File: src/rtl/itof_sched.sv
// itof_sched: shares one pipelined int-to-float converter between two
// requesters. Round-robin grant, credit-gated issue, valid/tag shift
// register for in-flight ops, result FIFO on the non-stallable output.
// Optional ITOF_SCHED_PERF_EN adds perf_issue/perf_stall counters.
module itof_sched #(
    parameter int LAT   = 1,
    parameter int DEPTH = 4
) (
    input  logic        clk,
    input  logic        rstn,
    input  logic [1:0]  req_valid,
    input  logic [63:0] req_data,
    output logic [1:0]  req_ready,
    output logic [31:0] cvt_x,
    input  logic [31:0] cvt_y,
    output logic        rsp_valid,
    input  logic        rsp_ready,
    output logic [31:0] rsp_data,
    output logic        rsp_tag,
    output logic        busy
`ifdef ITOF_SCHED_PERF_EN
    ,
    output logic [31:0] perf_issue,
    output logic [31:0] perf_stall
`endif
);

    localparam int PW = $clog2(DEPTH);
    localparam int CW = $clog2(DEPTH + 1) + 1;

    logic [LAT-1:0] r_vld_pipe;
    logic [LAT-1:0] r_tag_pipe;
    logic [CW-1:0]  r_infl;
    logic [CW-1:0]  r_fcnt;
    logic [PW-1:0]  r_wptr;
    logic [PW-1:0]  r_rptr;
    logic [32:0]    r_mem [DEPTH];
    logic           r_prio;

    logic w_credit;
    logic w_issue;
    logic w_id;
    logic w_push;
    logic w_pop;

    // Credit counts only registered occupancy, so a pop frees a slot one
    // cycle later. Issue is also held off while reset is asserted.
    assign w_credit  = (r_infl + r_fcnt) < CW'(DEPTH);
    assign w_issue   = rstn & w_credit & (|req_valid);
    assign w_id      = (&req_valid) ? r_prio : req_valid[1];
    assign req_ready = w_issue ? (w_id ? 2'b10 : 2'b01) : 2'b00;
    assign cvt_x     = w_issue ? (w_id ? req_data[63:32] : req_data[31:0]) : 32'h0;

    assign w_push    = r_vld_pipe[LAT-1];
    assign rsp_valid = (r_fcnt != '0);
    assign w_pop     = rsp_valid & rsp_ready;
    assign rsp_data  = r_mem[r_rptr][31:0];
    assign rsp_tag   = r_mem[r_rptr][32];
    assign busy      = (r_infl != '0) | (r_fcnt != '0);

    // In-flight tracking: stage 0 captures this cycle's issue, then shifts.
    always_ff @(posedge clk or negedge rstn) begin
        if (!rstn) begin
            r_vld_pipe <= '0;
            r_tag_pipe <= '0;
        end else begin
            r_vld_pipe[0] <= w_issue;
            r_tag_pipe[0] <= w_id;
            for (int k = 1; k < LAT; k++) begin
                r_vld_pipe[k] <= r_vld_pipe[k-1];
                r_tag_pipe[k] <= r_tag_pipe[k-1];
            end
        end
    end

    // Occupancy counters and round-robin priority (loser wins next time).
    always_ff @(posedge clk or negedge rstn) begin
        if (!rstn) begin
            r_infl <= '0;
            r_fcnt <= '0;
            r_prio <= 1'b0;
        end else begin
            r_infl <= r_infl + CW'(w_issue) - CW'(w_push);
            r_fcnt <= r_fcnt + CW'(w_push) - CW'(w_pop);
            if (w_issue) r_prio <= ~w_id;
        end
    end

    // Result FIFO storage; cleared on reset so the head reads 0 when empty.
    always_ff @(posedge clk or negedge rstn) begin
        if (!rstn) begin
            r_wptr <= '0;
            r_rptr <= '0;
            for (int i = 0; i < DEPTH; i++) r_mem[i] <= '0;
        end else begin
            if (w_push) begin
                r_mem[r_wptr] <= {r_tag_pipe[LAT-1], cvt_y};
                r_wptr        <= r_wptr + 1'b1;
            end
            if (w_pop) r_rptr <= r_rptr + 1'b1;
        end
    end

`ifdef ITOF_SCHED_PERF_EN
    logic [31:0] r_perf_issue;
    logic [31:0] r_perf_stall;

    // Issue count and credit-blocked request cycles; both wrap naturally.
    always_ff @(posedge clk or negedge rstn) begin
        if (!rstn) begin
            r_perf_issue <= '0;
            r_perf_stall <= '0;
        end else begin
            if (w_issue) r_perf_issue <= r_perf_issue + 32'd1;
            if ((|req_valid) && !w_credit) r_perf_stall <= r_perf_stall + 32'd1;
        end
    end

    assign perf_issue = r_perf_issue;
    assign perf_stall = r_perf_stall;
`endif

endmodule

File: config.mk
export PLATFORM = sky130hd
export DESIGN_NAME = itof_sched
export DESIGN_NICKNAME = d
export VERILOG_FILES = /design/src/rtl/itof_sched.sv
export SDC_FILE = /design/constraint.sdc
export NUM_CORES = 1
export LEC_CHECK = 0
export ABC_AREA = 1
export CORE_MARGIN = 5
export CORE_UTILIZATION = 40
export CTS_BUF_LIST = sky130_fd_sc_hd__clkbuf_8
export CTS_CLUSTER_DIAMETER = 120
export DETAILED_ROUTE_END_ITERATION = 16
export GPL_TIMING_DRIVEN = 0
export PLACE_DENSITY = 0.66
export SLEW_MARGIN = 0
export SYNTH_ARGS = -nofsm -noshare
export SYNTH_HDL_FRONTEND = slang
export SYNTH_SLANG_ARGS = --single-unit
File: constraint.sdc
create_clock -name clk -period 3.3 [get_ports clk]
set_clock_uncertainty 0.1 [all_clocks]
set_input_delay 0.33 -clock clk [delete_from_list [all_inputs] [get_ports clk]]
set_output_delay 0.33 -clock clk [all_outputs]
set_load 0.03 [all_outputs]
==> impl_metrics.csv, run 1 <==
group,metric,value,unit
critical_path,crit_start,"r_fcnt[1]",
sta,report.final.hold_viol_count,0,
sta,fin_crit_sh,0.944,
cells_and_area,drive_gt1_frac,0.0737,
min_path,hp-class,"register to register",
min_path,min_path_cells,2,
grt,grt_max_degree,93,
critical_path,critPathMaxFanout,10,
die,die_x,145,µm
critical_path,worstSetupStartpointType,"register",
clock_tree,cts_tree,"yes",
grt,grt_pass1_vias,6430,
yosys,syn_inst,919,
critical_path,r2r_slack,0.58,ns
clock_tree,cts_root_buf,"clkbuf_8",
grt,gr-total-overflow,0,
routing,top_layer,"met4",
routing,wl_per_cell,15.6,µm
grt,antenna_found_initial,0,
run,maxCapViolCount,0,
sta,slew_headroom,0.607,
clock_tree,clk_pin_slew_worst_paths,0.07,ns
die,core,17900,µm²
yosys,synth_compound_area_frac,0.168,
grt,grt_pass1_wl,33600,µm
routing,wl,21100,µm
critical_path,crit_path_frequent_cell,"nand2_1",
yosys,ys_seq_elements,147,
critical_path,cp_data_required_time,2.87,ns
critical_path,slowest_stage,"clkdlybuf4s50_1",
placement,gp_congestion,0.806,
cells_and_area,final_util,0.546,
cells_and_area,final_common_cell,"nand2_1",
clock_tree,cts_buffers,17,
yosys,synthMuxAreaShare,0,
yosys,synthAdderAreaFrac,0.0331,
yosys,netlist_area,7260,µm²
cells_and_area,syn_to_final_growth,34.5,%
critical_path,slowest_delay,0.70,ns
routing,viasPerCell,4.87,
yosys,synthSimpleGateAreaFrac,0.196,
yosys,yosysSeqAreaShare,0.507,
die,pin_count,170,
critical_path,arrival,2.69,ns
critical_path,cp-endpoint,"cvt_x[16]",
clock_tree,h-tree-depth,4,
pwr,p_leak,4.86,nW
yosys,synth_xor_xnor_area_share,0.00724,
clock_tree,clkSinkCount,147,
yosys,synth-edff-count,0,
sta,max_freq,321,MHz
critical_path,crit_path_end_kind,"output pin",
routing,post-route-drc-count,0,
yosys,synthDistinctLibCells,25,
routing,dr_wl_met3,1660,µm
critical_path,crit_chain,"ha_1 -> nand3_1 -> nand2_1 -> nand2_1 -> nand2_1 -> nor2_4 -> nand2_4 -> buf_6 -> nor2_1 -> clkdlybuf4s50_1",
cells_and_area,antenna_cells,0,
yosys,syn_area_per_cell,7.90,µm²
clock_tree,clockBufferDepth,2,
die,fp.dieH,145,µm
critical_path,worstReg2RegStart,"r_fcnt[1]",
pwr,powerDensity,1000,nW/µm²
yosys,synth_fp_nets,1038,
sta,finalSetupViolations,0,
clock_tree,postCtsSetupRepairBufs,0,
routing,dr.first_iter.drc_count,440,
yosys,ys_warn_count,0,
yosys,synth_area_leaders,"dfrtp_1, o21ai_0, nand2_1",
critical_path,path_class,"register to output pin",
critical_path,reg2reg_to,"r_infl[2]",
sta,rsz0062_at_grt,"no",
sta,tightest_slew,0.590,ns
cells_and_area,final_cell_mix,"nand2_1, o21ai_0, clkdlybuf4s50_1",
critical_path,path_delay_family,"buffers and inverters",
yosys,synthArstFlopShare,1.00,
placement,post-place-cells,1318,
die,die_area,20900,µm²
routing,num_vias,6599,
sta,tns,0,ns
placement,dp_hpwl,14800,µm
critical_path,critical_path_buf_inv_count,2,
routing,drt-pass1-iter-count,7,
yosys,synth_top_area_share,0.507,
die,start_util,0.406,
sta,fin_crit,3.12,ns
clock_tree,clk_latency,0.47,ns
die,fp-row-count,49,
routing,ant_nets,0,
critical_path,reg2reg_depth,13,
sta,final-max-slew-violation-count,0,
sta,whs,0.379,ns
pwr,irDropWorstVdd,0.674,mV
yosys,synthFlopType,"dfrtp_1",
critical_path,critical_path_depth,10,
cells_and_area,nNetsFinal,1232,
placement,portBuffers,169,
routing,wl_met1,9270,µm
yosys,synth_largest_area_cell,"dfrtp_1",
yosys,synth_top_family_by_area,"simple AND/OR/NAND/NOR gates",
grt,grt_usage,0.205,
outcome,status,"finished clean",
routing,met2_length,9910,µm
cells_and_area,final_cells,1355,
worst min-delay path: stages, from the launching register on:
cell and delay [ns]:
dfrtp_1 0.35, nand2_1 0.06, nand2_1 0.05
layout make-up:
cell class	count	area [µm²]
Fill cell	1722	8130
Tap cell	229	287
Clock inverter	11	96.3
Clock buffer	21	289
Buffer	58	308
Timing Repair Buffer	175	1830
Multi-Input combinational cell	624	2940
Sequential cell	147	3680
Inverter	90	338
kinds of logic (layout without fill, tap and decap cells):
family / Yosys count / after routing
AOI/OAI and AO/OA: 235 / 235
buffers and inverters: 148 / 355
adders and majority gates: 18 / 18
and+or+nand+nor: 365 / 365
xor gates and xnor gates: 6 / 6
DFF: 147 / 147
sequential cells by signal, indices dropped and copies added (netlist names):
name        count
r_mem         132
r_fcnt          4
r_infl          4
r_rptr          2
r_wptr          2
r_prio          1
r_tag_pipe      1
r_vld_pipe      1
Yosys cell counts, drive strengths merged, types with 2 or more instances:
cell type and number:
nand2 251, buf 33, o21ai 199, inv 90, dfrtp 147, a21oi 2
o22ai 33, nor2 106, clkbuf 25, xor2 3, ha 16, xnor2 3
nand3 6, fa 2
where the power goes:
group          switching [mW]  internal [mW]  total [mW]  leakage (nW)
clock network           0.659          0.730        1.39         0.224
logic                    3.15           2.07        5.22          2.93
registers               0.482           2.71        3.19          1.70
total                    4.29           5.51        9.80          4.86
how the worst min path moves through the flow:
stage / slack [ns] / startpoint / endpoint
after floorplan: -0.07 / rstn / r_fcnt[0]
after global placement: 0.36 / r_prio / r_prio
after detailed placement: 0.23 / rstn / r_mem[8]
after CTS: 0.37 / cvt_y[20] / r_mem[86]
after global routing: 0.39 / cvt_y[20] / r_mem[20]
final: 0.38 / r_prio / r_prio
through the flow:
| stage | cell area, µm² | power, mW | worst slack [ns] |
|---|---|---|---|
| 3_3_place_gp | 9240 | 8.37 | -4.68 |
| 3_5_place_dp | 9270 | 8.46 | 0.0461 |
| 5_1_grt | 9770 | 10.6 | 0.00247 |
| 2_1_floorplan | 7260 | 6.49 | 0.753 |
| 6_report | 9770 | 9.80 | 0.184 |
| 4_1_cts | 9760 | 9.87 | 0.109 |
what timing repair did:
item | 4_1_cts | 5_1_grt
hold endpoints to repair | 55 | 0
gates resized for setup | 0 | 6
setup endpoints to repair | 0 | 5
hold buffers | 5 | 0
routing by layer:
layer  vias up  global-route usage
met1      3045               0.276
met4         0              0.0515
met5         -                   0
met3        26              0.0588
li1       3308                   -
met2       220               0.326
(Power assumes the default switching activity.)
==> run 2, diff against run 1 <==
CORE_MARGIN = 4   (was 5)
==> run 2 against run 1 <==
  * Critical path type unchanged
  * Die area decreased by 2.7%
  * Maximum frequency decreased by 0.65%
  * Sequential power about the same
  * Largest power group unchanged
  * Highest routed layer unchanged
  * Utilization increased by 0.17 points
==> impl_metrics.csv, run 2 (synthesis results as in run 1) <==
group,metric,value,unit
outcome,status,"finished clean",
critical_path,cp_data_required_time,2.87,ns
clock_tree,postCtsSetupRepairBufs,0,
pwr,pwr-share-comb,0.527,
grt,grt_pass1_wl,33900,µm
clock_tree,cts_buffers,17,
sta,tns,0,ns
critical_path,crit_path_end_kind,"output pin",
cells_and_area,final_area,9800,µm²
critical_path,slowest_delay,0.69,ns
die,core,17900,µm²
routing,num_vias,6666,
die,die_area,20400,µm²
routing,ant_nets,0,
min_path,hp-class,"register to register",
cells_and_area,regArea,3680,µm²
pwr,seqPwrFrac,0.321,
critical_path,crit_path_frequent_cell,"nand2_1",
critical_path,critPathMaxFanout,10,
clock_tree,h-tree-depth,4,
clock_tree,cts_root_buf,"clkbuf_8",
sta,slew_headroom,0.639,
run,maxCapViolCount,0,
routing,drt-pass1-iter-count,7,
sta,final-max-slew-violation-count,0,
pwr,p_int,5.60,mW
critical_path,slowest_stage,"clkdlybuf4s50_1",
cells_and_area,reg_top3,"r_mem: 132 flops, r_fcnt: 4 flops, r_infl: 4 flops",
grt,grt_usage,0.211,
placement,placedInstanceArea,9270,µm²
clock_tree,clk_pin_slew_worst_paths,0.08,ns
routing,wl,21100,µm
critical_path,worstSetupStartpointType,"register",
placement,dp_hpwl,14500,µm
clock_tree,clockBufferDepth,2,
pwr,irDropWorstVdd,0.645,mV
cells_and_area,final_common_cell,"nand2_1",
sta,finalSetupViolations,0,
critical_path,critical_path_buf_inv_count,2,
placement,post-place-cells,1318,
sta,fin_crit,3.14,ns
routing,viasPerCell,4.92,
sta,max_freq,319,MHz
pwr,switching_share,0.436,
cells_and_area,multi_input_comb_area,2940,µm²
cells_and_area,syn_to_final_growth,34.9,%
die,start_util,0.406,
pwr,clockPowerShare,0.152,
pwr,p_leak,4.84,nW
routing,dr.first_iter.drc_count,546,
sta,rsz0062_at_grt,"no",
critical_path,path_class,"register to output pin",
cells_and_area,n_fill_cell,1718,
sta,report.final.hold_viol_count,0,
grt,grt_pass1_vias,6581,
die,fp-row-count,49,
die,die_x,143,µm
placement,gp_congestion,0.800,
sta,fin_crit_sh,0.950,
pwr,total_power,9.93,mW
placement,portBuffers,169,
die,pin_count,170,
clock_tree,clkSinkCount,147,
routing,post-route-drc-count,0,
pwr,powerDensity,1010,nW/µm²
cells_and_area,largest_register_ffs,132,
routing,wl_per_cell,15.6,µm
cells_and_area,final_cells,1354,
pwr,p_switching,4.33,mW
grt,grt_max_degree,97,
cells_and_area,top_register,"r_mem",
grt,antenna_found_initial,0,
die,fp.dieH,143,µm
grt,gr-total-overflow,0,
clock_tree,cts_tree,"yes",
cells_and_area,final_cell_mix,"nand2_1, o21ai_0, clkdlybuf4s50_1",
cells_and_area,drive_gt1_frac,0.0782,
critical_path,arrival,2.71,ns
critical_path,path_delay_family,"buffers and inverters",
cells_and_area,antenna_cells,0,
sta,tightest_slew,0.541,ns
cells_and_area,nNetsFinal,1232,
clock_tree,clk_latency,0.47,ns
critical_path,crit_chain,"ha_1 -> nand3_1 -> nand2_1 -> nand2_1 -> nand2_1 -> nor2_4 -> nand2_4 -> buf_6 -> nor2_1 -> clkdlybuf4s50_1",
run 2: changes by cell type in the layout (fill, tap and decap cells not counted), sizes merged:
cell	before	now
bufinv	2	3
clkdlybuf4s50	164	165
clkinv	2	4
clkinvlp	0	1
dlymetal6s2s	4	3
inv	97	92
run 2: tightest hold or removal path: cells and delay by family, from the launching register on:
family | cells | cell delay [ns]
compound gates | 1 | 0.06
flops | 1 | 0.34
simple gates | 1 | 0.05
run 2: routing by layer:
metal | vias to the layer above | share of wire | global-route usage | wire (µm)
met2 | 219 | 0.47 | 0.343 | 9940
li1 | 3312 | - | - | -
met3 | 22 | 0.070 | 0.0543 | 1480
met5 | - | 0 | 0 | 0
met1 | 3113 | 0.45 | 0.284 | 9440
met4 | 0 | 0.010 | 0.0495 | 217
run 2: final timing paths:
check	start	end	slack, ns	cells past startpoint
setup / recovery	r_fcnt[1]	cvt_x[18]	0.16	10
min in group asynchronous	rstn	r_mem[72]	0.52	4
setup reg to reg	r_fcnt[1]	r_infl[2]	0.56	13
hold reg to reg	r_mem[81]	r_mem[81]	0.38	2
hold / removal	r_mem[81]	r_mem[81]	0.38	2
max in group asynchronous	rstn	r_mem[19]	1.81	5
run 2: cell type report:
cell class	instances	share of cell area
buffer	58	0.0314
clock buffer	21	0.0295
clock inverter	10	0.0133
inverter	90	0.0345
multi-input combinational	624	0.300
sequential	147	0.375
tap	229	0.0292
timing repair buffer	175	0.187
run 2: metrics by stage:
stage                      util  hold slack, ns  setup slack, ns
after global placement    0.516           0.360            -4.67
after floorplan               -         -0.0656            0.753
final                     0.547           0.381            0.164
after global routing      0.547           0.379          0.00306
after detailed placement  0.518           0.220           0.0509
after CTS                 0.547           0.371           0.0789
run 2: timing repair:
item	CTS	global route
hold endpoints to repair	51	0
hold buffers	5	0
resized for setup	0	5
setup endpoints to repair	0	5
run 2: power by group through the flow:
stage	Clock, mW	Combinational, mW	Sequential, mW
after floorplan	0	3.40	3.09
after global placement	0	5.17	3.19
after detailed placement	0	5.25	3.21
after CTS	1.52	5.30	3.18
after global routing	1.60	5.79	3.30
final	1.51	5.24	3.19
==> run 3, diff against run 2 <==
CORE_MARGIN = 1.5   (was 4)
==> run 3 against run 2 <==
  * Hold slack hardly changed
  * Sequential power about the same
  * Sequential cell count did not move
  * Global-route usage increased by 1.3 points
  * Register-to-register slack better by 0.03 ns
  * Setup slack better by 0.013 ns
  * Power hardly changed
  * Die area decreased by 6.9%
  * First-iteration DRC count decreased by 27%
  * Cell area rose by 0.18%
  * Critical endpoint is now rsp_data[4]
  * Highest routed layer unchanged
==> impl_metrics.csv, run 3 (synthesis results as in run 1) <==
group,metric,value,unit
routing,drt-pass1-iter-count,5,
pwr,irDropWorstVdd,0.639,mV
sta,fin_crit,3.12,ns
sta,rsz0062_at_grt,"no",
cells_and_area,final_cell_mix,"nand2_1, o21ai_0, clkdlybuf4s50_1",
placement,portBuffers,169,
critical_path,crit_start,"r_rptr[1]",
sta,final-max-slew-violation-count,0,
die,start_util,0.406,
run,maxCapViolCount,0,
pwr,powerDensity,1010,nW/µm²
routing,wl,20700,µm
critical_path,path_delay_family,"buffers and inverters",
placement,gp_congestion,0.755,
sta,report.final.hold_viol_count,0,
grt,antenna_found_initial,0,
critical_path,slowest_stage,"clkdlybuf4s50_1",
outcome,status,"finished clean",
cells_and_area,syn_to_final_growth,35.2,%
critical_path,r2r_slack,0.59,ns
clock_tree,cts_buffers,17,
routing,num_vias,6660,
cells_and_area,n_fill_cell,1728,
critical_path,reg2reg_to,"r_infl[2]",
routing,post-route-drc-count,0,
critical_path,critPathMaxFanout,10,
critical_path,crit_path_end_kind,"output pin",
grt,grt_max_degree,94,
grt,gr-total-overflow,0,
sta,tightest_slew,0.581,ns
cells_and_area,top_register,"r_mem",
critical_path,arrival,2.69,ns
sta,tns,0,ns
min_path,min_path_cells,2,
routing,dr.first_iter.drc_count,399,
sta,finalSetupViolations,0,
cells_and_area,drive_gt1_frac,0.0799,
cells_and_area,antenna_cells,0,
routing,ant_nets,0,
die,core,17900,µm²
clock_tree,h-tree-depth,4,
min_path,hp-class,"register to register",
critical_path,worstReg2RegStart,"r_fcnt[1]",
die,pin_count,170,
sta,max_freq,320,MHz
critical_path,crit_chain,"inv_1 -> clkbuf_1 -> o21ai_0 -> o22ai_1 -> clkdlybuf4s50_1",
clock_tree,cts_root_buf,"clkbuf_8",
die,fp-row-count,49,
routing,viasPerCell,4.92,
die,die_x,138,µm
critical_path,path_class,"register to output pin",
clock_tree,postCtsSetupRepairBufs,0,
placement,dp_hpwl,14300,µm
pwr,p_leak,4.79,nW
critical_path,worstSetupStartpointType,"register",
sta,slew_headroom,0.612,
grt,grt_pass1_wl,32500,µm
critical_path,critical_path_buf_inv_count,3,
critical_path,slowest_delay,0.72,ns
clock_tree,clk_pin_slew_worst_paths,0.08,ns
cells_and_area,nNetsFinal,1232,
die,fp.dieH,138,µm
critical_path,cp_data_required_time,2.87,ns
cells_and_area,final_common_cell,"nand2_1",
die,die_area,19000,µm²
min_path,min_from,"r_mem[86]",
routing,wl_per_cell,15.3,µm
clock_tree,clkSinkCount,147,
grt,grt_usage,0.223,
pwr,total_power,9.94,mW
cells_and_area,reg_top3,"r_mem: 132 flops, r_fcnt: 4 flops, r_infl: 4 flops",
sta,fin_crit_sh,0.947,
min_path,hold_end,"r_mem[86]",
clock_tree,clk_latency,0.46,ns
clock_tree,cts_tree,"yes",
critical_path,reg2reg_depth,13,
grt,grt_pass1_vias,6331,
clock_tree,clockBufferDepth,2,
cells_and_area,largest_register_ffs,132,
[run 3: worst max path at each step]
stage,to,slack [ns],cells past startpoint
after global routing,cvt_x[5],0.0004,10
after global placement,r_infl[2],-4.67,11
after floorplan,r_infl[2],0.75,12
after detailed placement,r_infl[2],-0.04,12
after CTS,cvt_x[3],0.02,9
final,rsp_data[4],0.18,5
[run 3: worst reg2reg max path: cells and delay by family (launching register included)]
family / cells / cell delay [ns]
adder cells (fa/ha/maj): 4 / 1.15
buffers and inverters: 2 / 0.21
XOR/XNOR: 1 / 0.17
flip-flops: 1 / 0.45
AND/OR/NAND/NOR: 6 / 0.52
[run 3: cell type report]
type,count,area (µm²),share of cell area
clock inverter,7,91.3,0.00930
tap,229,287,0.0292
sequential,147,3680,0.375
multi-input combinational,624,2940,0.299
buffer,58,308,0.0314
clock buffer,25,344,0.0350
timing repair buffer,175,1830,0.187
inverter,90,338,0.0344
[run 3: stage by stage]
step / setup slack [ns] / utilization / std cells / area (µm²) / hold slack, ns
2_1_floorplan: 0.753 / - / 919 / 7260 / -0.0656
3_3_place_gp: -4.67 / 0.516 / 1317 / 9240 / 0.360
3_5_place_dp: -0.0444 / 0.518 / 1318 / 9270 / 0.368
4_1_cts: 0.0184 / 0.542 / 1350 / 9700 / -0.120
5_1_grt: 0.000356 / 0.548 / 1355 / 9820 / 0.404
6_report: 0.177 / 0.548 / 1355 / 9820 / 0.380
[run 3: where the power goes]
part           internal, mW  switching, mW
Sequential             2.71          0.488
Combinational          2.07           3.15
Clock                 0.833          0.686
[run 3: repair_timing]
item | 4_1_cts | 5_1_grt
gates resized for setup | 0 | 5
hold endpoints to repair | 92 | 92
setup endpoints to repair | 0 | 31
[run 3: layer usage]
metal	vias up	wire, µm	GRT usage
li1	3314	-	-
met1	3118	9380	0.300
met2	207	9810	0.366
met3	21	1230	0.0511
met4	0	267	0.0567
met5	-	0	0
